`src/rtl/shifter_arbiter.sv`:
```
// Two requesters share one 16-bit barrel shifter (SLL/SRA/ROR).
// Round-robin grant at the request side, registered response slot per requester.

module shifter_arbiter_slot (
  input  logic        clk,
  input  logic        rst,
  input  logic        load,
  input  logic [15:0] result,
  input  logic        rsp_ready,
  output logic        rsp_valid,
  output logic [15:0] rsp_data,
  output logic        slot_free
);
  // A full slot can take a new result in the same cycle it drains.
  assign slot_free = !rsp_valid | rsp_ready;

  always_ff @(posedge clk) begin
    if (rst) begin
      rsp_valid <= 1'b0;
      rsp_data  <= 16'h0000;
    end else if (load) begin
      rsp_valid <= 1'b1;
      rsp_data  <= result;
    end else if (rsp_valid && rsp_ready) begin
      rsp_valid <= 1'b0;
    end
  end
endmodule

module shifter_arbiter #(
  parameter bit PRIORITY_INIT = 1'b0
) (
  input  logic        clk,
  input  logic        rst,
  input  logic        req0_valid,
  output logic        req0_ready,
  input  logic [15:0] req0_data,
  input  logic [3:0]  req0_amt,
  input  logic [1:0]  req0_mode,
  output logic        rsp0_valid,
  output logic [15:0] rsp0_data,
  input  logic        rsp0_ready,
  input  logic        req1_valid,
  output logic        req1_ready,
  input  logic [15:0] req1_data,
  input  logic [3:0]  req1_amt,
  input  logic [1:0]  req1_mode,
  output logic        rsp1_valid,
  output logic [15:0] rsp1_data,
  input  logic        rsp1_ready
);
  localparam int NUM_LANES = 2;

  typedef struct packed {
    logic [15:0] data;
    logic [3:0]  amt;
    logic [1:0]  mode;
  } shift_req_t;

  shift_req_t [NUM_LANES-1:0]       req;
  shift_req_t                       sel;
  logic [NUM_LANES-1:0]             req_valid, rsp_ready, rsp_valid, slot_free, elig, grant;
  logic [NUM_LANES-1:0][15:0]       rsp_data;
  logic [15:0]                      result;
  logic                             ptr;

  assign req       = {shift_req_t'({req1_data, req1_amt, req1_mode}),
                      shift_req_t'({req0_data, req0_amt, req0_mode})};
  assign req_valid = {req1_valid, req0_valid};
  assign rsp_ready = {rsp1_ready, rsp0_ready};
  assign elig      = req_valid & slot_free;

  always_comb begin
    grant = '0;
    if (!rst) begin
      if (&elig) grant = ptr ? 2'b10 : 2'b01;
      else       grant = elig;
    end
  end

  assign req0_ready = grant[0];
  assign req1_ready = grant[1];

  // With no grant the mux parks on requester 0; the result is then unused.
  assign sel = grant[1] ? req[1] : req[0];

  function automatic logic [15:0] shift16(input logic [15:0] d, input logic [3:0] a,
                                          input logic [1:0] m);
    logic [31:0] rot;
    logic [15:0] r;
    rot = {d, d} >> a;
    case (m)
      2'b01:   r = 16'($signed(d) >>> a);
      2'b11:   r = rot[15:0];
      default: r = d << a;
    endcase
    return r;
  endfunction

  assign result = shift16(sel.data, sel.amt, sel.mode);

  always_ff @(posedge clk) begin
    if (rst)           ptr <= PRIORITY_INIT;
    else if (grant[0]) ptr <= 1'b1;
    else if (grant[1]) ptr <= 1'b0;
  end

  for (genvar i = 0; i < NUM_LANES; i++) begin : g_slot
    shifter_arbiter_slot u_slot (
      .clk       (clk),
      .rst       (rst),
      .load      (grant[i]),
      .result    (result),
      .rsp_ready (rsp_ready[i]),
      .rsp_valid (rsp_valid[i]),
      .rsp_data  (rsp_data[i]),
      .slot_free (slot_free[i])
    );
  end

  assign rsp0_valid = rsp_valid[0];
  assign rsp1_valid = rsp_valid[1];
  assign rsp0_data  = rsp_data[0];
  assign rsp1_data  = rsp_data[1];
endmodule

```
`config.mk`:
```
export PLATFORM = sky130hd
export DESIGN_NAME = shifter_arbiter
export DESIGN_NICKNAME = d
export VERILOG_FILES = /design/src/rtl/shifter_arbiter.sv
export SDC_FILE = /design/constraint.sdc
export NUM_CORES = 1
export LEC_CHECK = 0
export ABC_AREA = 1
export BUFFER_PORTS_ARGS = -buffer_cell sky130_fd_sc_hd__buf_2
export CORE_MARGIN = 2
export CORE_UTILIZATION = 54
export CTS_CLUSTER_SIZE = 10
export DETAILED_ROUTE_END_ITERATION = 12
export PLACE_DENSITY = 0.81
export SYNTH_ARGS = -nofsm -noshare
export SYNTH_HDL_FRONTEND = slang
export SYNTH_SLANG_ARGS = --single-unit
export TNS_END_PERCENT = 30
```
`constraint.sdc`:
```
create_clock -name clk -period 2.73 [get_ports clk]
set_input_delay 0.1365 -clock clk [delete_from_list [all_inputs] [get_ports clk]]
set_output_delay 0.1365 -clock clk [all_outputs]
set_load 0.005 [all_outputs]
```
* After elaboration in Yosys (flattened, before gate mapping) *
Index checks and enable logic that the tools add are counted.

word-level totals
  register bits after elaboration = 35
  word-level logic and storage cells = 32

operators by class
  bitwise operators = 3
  equal/unequal tests = 2
  shift operators = 3
  mux-type cells = 11
  reduce and logical (&&, ||, !) cells = 8

operators with widths
  operator              number
  $pmux W16 S2          1
  $shr A32 B4 Y16       1
  $mux W22              1
  $shl A16 B4 Y16       1
  $sshr A16 B4 Y16      1
  $mux W1               6
  $mux W2               3
  $reduce_bool A2 Y1    3
  $and A2 B2 Y2         1
  $eq A2 B1 Y1 const B  1
  $eq A2 B2 Y1 const B  1
  $logic_and A1 B1 Y1   2
  $logic_not A1 Y1      2
  $or A1 B1 Y1          2
  $reduce_and A2 Y1     1

* Logic depth before layout (Yosys ltp) *
  depth after elaboration = 9
  depth in mapped cells = 19
  gate-level depth less buffers = 18

* By module *
Synthesis repeated with hierarchy kept, for this count alone.

unflattened totals
  cells, all modules = 680
  area, all modules = 3636.0 sq um

modules (own cells, without submodules)
  module                times used  cells an instance  seq. area each (sq um)  area each (sq um)
  shifter_arbiter       1           534                20.0                    2459.9
  shifter_arbiter_slot  2           73                 340.3                   588.1

* Worst setup path before layout *
OpenSTA, ideal clock, no wires.

  path kind = flip-flop to flip-flop
  from = register g_slot[1].u_slot.rsp_valid
  to = register g_slot[0].u_slot.rsp_data[5]
  path buffers = 2
  stages on the path, launching flop included = 17
  setup slack = 883 ps
  setup time = 115 ps
  required time = 2615 ps
  period minus slack after synthesis = 1847 ps
  arrival time = 1731 ps
  cells stage by stage = dfxtp_1 nand2_2 nand2_2 nor2_4 nand2_2 buf_6 nand2_2 nand2_4 buf_6 nand2_1 nand3_1 nand3_1 nand3_1 nand3_1 nand3_1 nor2_1 nor2_1

between the ends
  word-level cells in the longest chain between the ends = 9
  elaborated cells on any way between the ends = 13

RTL lines
  item                                           RTL line  text
  start, declared                                10        output logic rsp_valid,
  start signal, assigned                         19        rsp_valid <= 1'b0;
  start signal, assigned                         22        rsp_valid <= 1'b1;
  start signal, assigned                         25        rsp_valid <= 1'b0;
  $logic_not A1 Y1 (*)                           15        assign slot_free = !rsp_valid | rsp_ready;
  $or A1 B1 Y1 (*)                               15
  $and A2 B2 Y2 (*)                              71        assign elig = req_valid & slot_free;
  $reduce_and A2 Y1                              76        if (&elig) grant = ptr ? 2'b10 : 2'b01;
  $mux W2 (*)                                    76
  $mux W2 (*)                                    75        if (!rst) begin
  $mux W22                                       85        assign sel = grant[1] ? req[1] : req[0];
  $shl A16 B4 Y16, or another cell as far along  95        default: r = d << a;
  $pmux W16 S2                                   92        case (m)
  end signal, assigned                           23        rsp_data <= result;
  end, declared                                  11        output logic [15:0] rsp_data,

Mark *: on every way between the ends. The rest lies on a longest branch, timed or not.
A chain may end at the register's enable or synchronous reset.

* Final worst setup path *
  from = register g_slot[1].u_slot.rsp_valid
  to = register g_slot[0].u_slot.rsp_data[6]

Same word-level chain as after synthesis.

==> metrics.md <==
| Metric | Value |
|---|---|
| Status | finished clean |
| HPWL Detailed | 8.91 mm |
| CTS buffer count | 5 |
| Pre-antenna DRT Iters | 6 |
| Routability cong. | 0.967 |
| Final hold viol count | 0 |
| Die height | ~84 um |
| Rows | 29 |
| Final worst-path cycle share | 0.920 |
| Post-synth top area cell | nand2_1 |
| Post-Route Skew | between 3 and 4 ps |
| Core Region | about 0.0062 mm2 |
| Setup bufs post-CTS | 0 |
| Worst-path cell chain | nand2_2, nand2_2, nor2_4, nand2_2, buf_4, inv_2, nand2_1, nand2_2, nand2_1, nand2_1, nand2_1, nand2_1, nand2_1, nand3_1, nand3_1, nor2_1, nor2_1 |
| Mapped Area | 0.00344 mm2 |
| Syn avg cell area | 5.49 um2 |
| Area grow syn2layout | 14.2% |
| Worst reg2reg setup slack | 220 ps |
| Vias per cell | 5.92 |
| Final setup viols | 0 |
| Number of global-route vias before repair | approximately 4100 |
| Minimum clock period | 2510 ps |
| CP Data Required Time | 2910 ps |
| VDD IR max | around 0.0005 V |
| Mapped Nets | 677 |
| Root Buffer | clkbuf_8 |
| Fraction of registers with async set/reset | 0 |
| Actual slew at the worst max-slew pin | 720 ps |
| Synth Instances | 627 |
| Synth Area in XOR/XNOR | 0 |
| Buf/Inv on CP | 2 |
| Number of remaining DRC errors | 0 |
| Post-synthesis compound-gate area fraction | 0.0666 |
| Cts repair resizes | 0 |
| Worst Path Arrival | 2690 ps |
| WS Path Type | reg -> reg |
| Initial DRC Count | 479 |
| CTS tree | yes |
| Util after Layout | 0.630 |
| Slowest stage cell on the critical path | nand2_2 |
| Commonest cells in the netlist | nand2_1, nand3_1, dfxtp_1 |
| Largest net degree at the start of global routing | 34 |
| NumNets Final | 745 |
| Congestion Overflow GR | 0 |
| Share of layout cells above drive strength 1 | 0.191 |
| CP endpoint kind | flop |
| Worst setup SP type | flop |
| Setup TNS | 0 ps |
| CP top delay family | simple AND/OR/NAND/NOR gates |
| Post-synthesis cell type count | 30 |
| CTS clock-pin slew for the worst setup and hold paths | 70 ps |
| IO Count | 86 |
| Antenna violations before repair | 0 |
| Wire per inst | between 15 and 20 um |
| Register area share after synthesis | 0.204 |
| Hold Path Class | in -> reg |
| First-pass GRT wire length | a little under 20 mm |
| Diodes inserted | 0 |
| Longest Clk Path Bufs | 2 |
| Antenna Nets Post-Route | 0 |
| Count leader, synth | nand2_1 |
| Gr usage total | 0.334 |
| Full die area | 0.00702 mm2 |
| Mux contribution to synthesized area | 0 |
| CP max stage delay | 420 ps |
| Cell mode on critical path | nand2_1 |
| Storage element area | 701 um2 |
| LEAKAGE | approximately 2.2 nW |
| RSZ-0062 raised after global routing | false |
| Largest family of logic cells by synthesized area | simple AND/OR/NAND/NOR gates |
| FILL cells | 652 |
| # port buffers | 85 |
| Fmax | 398 MHz |
| Initial Utilization | 0.551 |
| Max_slew headroom | 0.520 |
| Flops & latches, synth | 35 |
| DR vias | 4575 |
| Synth Area in Adders | 0 |
| Top_reg_cell synth | dfxtp_1 |
| Power Density | 478 mW/mm2 |
| Top cell type's share of synthesized area | 0.268 |
| Number of hold buffers added after cts | 0 |
| CTS sink cnt | 35 |
| Total wire length | 12.0 mm |
| Synth area leaders | nand2_1, nand3_1, dfxtp_1 |
| Die span in x | 83.8 um |
| Final Slew Violations | 0 |
| Area occupied by multi-input gates | 0.00241 mm2 |
| Crit-path max FO | 32 |
| Yosys warns | 0 |
| Clk_lat worst skew | 290 ps |
| Synthesized-area fraction occupied by and/or/nand/nor cells | 0.629 |
| Max-cap viol count | 0 |
| CTS HTree Levels | 2 |
| Post-synth EDFFs | 0 |
-- stage by stage --
| step | power [mW] | cell area [um2] | instances | worst slack, ps | hold slack, ps |
|---|---|---|---|---|---|
| after detailed placement | 1.49 | 3830 | 763 | 166 | 438 |
| after global placement | 1.48 | 3830 | 763 | 218 | 428 |
| final | 1.88 | 3930 | 773 | 218 | 134 |
| after global routing | 2.01 | 3930 | 773 | 28.5 | 129 |
| after floorplan | 1.24 | 3440 | 627 | 883 | 248 |
| after CTS | 1.85 | 3910 | 771 | 147 | 138 |
-- worst register-to-register path, delay by kind of cell, from the launching register on --
family / cells / cell delay [ps]
buffers and inverters: 2 / 290
flip-flops: 1 / 320
AND/OR/NAND/NOR: 15 / 1790
-- state kept, by name, indices dropped and copies added (netlist names) --
register                 flops
ptr                          1
g_slot.u_slot.rsp_valid      2
g_slot.u_slot.rsp_data      32
-- worst paths after layout --
check                                                  start                           end  depth (start not counted)
worst max-delay path              g_slot[1].u_slot.rsp_valid  g_slot[0].u_slot.rsp_data[6]                         17
worst min-delay path                                     rst    g_slot[1].u_slot.rsp_valid                          2
worst max register to register    g_slot[1].u_slot.rsp_valid  g_slot[0].u_slot.rsp_data[6]                         17
worst min register to register  g_slot[1].u_slot.rsp_data[0]  g_slot[1].u_slot.rsp_data[0]                          2
-- layout make-up --
| type | instances | share of cell area |
|---|---|---|
| inverter | 35 | 0.0341 |
| sequential | 35 | 0.178 |
| clock buffer | 7 | 0.0194 |
| tap | 77 | 0.0245 |
| timing repair buffer | 96 | 0.129 |
| multi-input combinational | 522 | 0.613 |
| clock inverter | 1 | 0.00127 |
-- layout by cell type, fill, tap and decap left out, drive strengths merged --
master	count
buf	96
nand4	5
a21oi	19
nor2	40
nand2	253
dfxtp	35
or2	1
clkbuf	7
a31oi	1
nand3b	5
nand3	181
inv	34
o211ai	1
o21ai	16
clkinv	2
-- kinds of logic after synthesis --
logic type | count (synthesis)
compound gates | 35
flops | 35
simple gates | 485
buf+inv | 72
-- metal layers --
| metal | routed length [um] | track usage | part of all wire |
|---|---|---|---|
| met5 | 0 | 0 | 0 |
| met4 | 386 | 0.125 | 0.032 |
| met1 | 4870 | 0.425 | 0.41 |
| met3 | 1220 | 0.0841 | 0.10 |
| met2 | 5540 | 0.546 | 0.46 |
-- power breakdown --
part	internal (mW)	switching, mW	total [mW]
registers	0.572	0.0343	0.606
clock network	0.179	0.185	0.364
logic	0.303	0.605	0.908
Power figures use the tool's default switching activity.
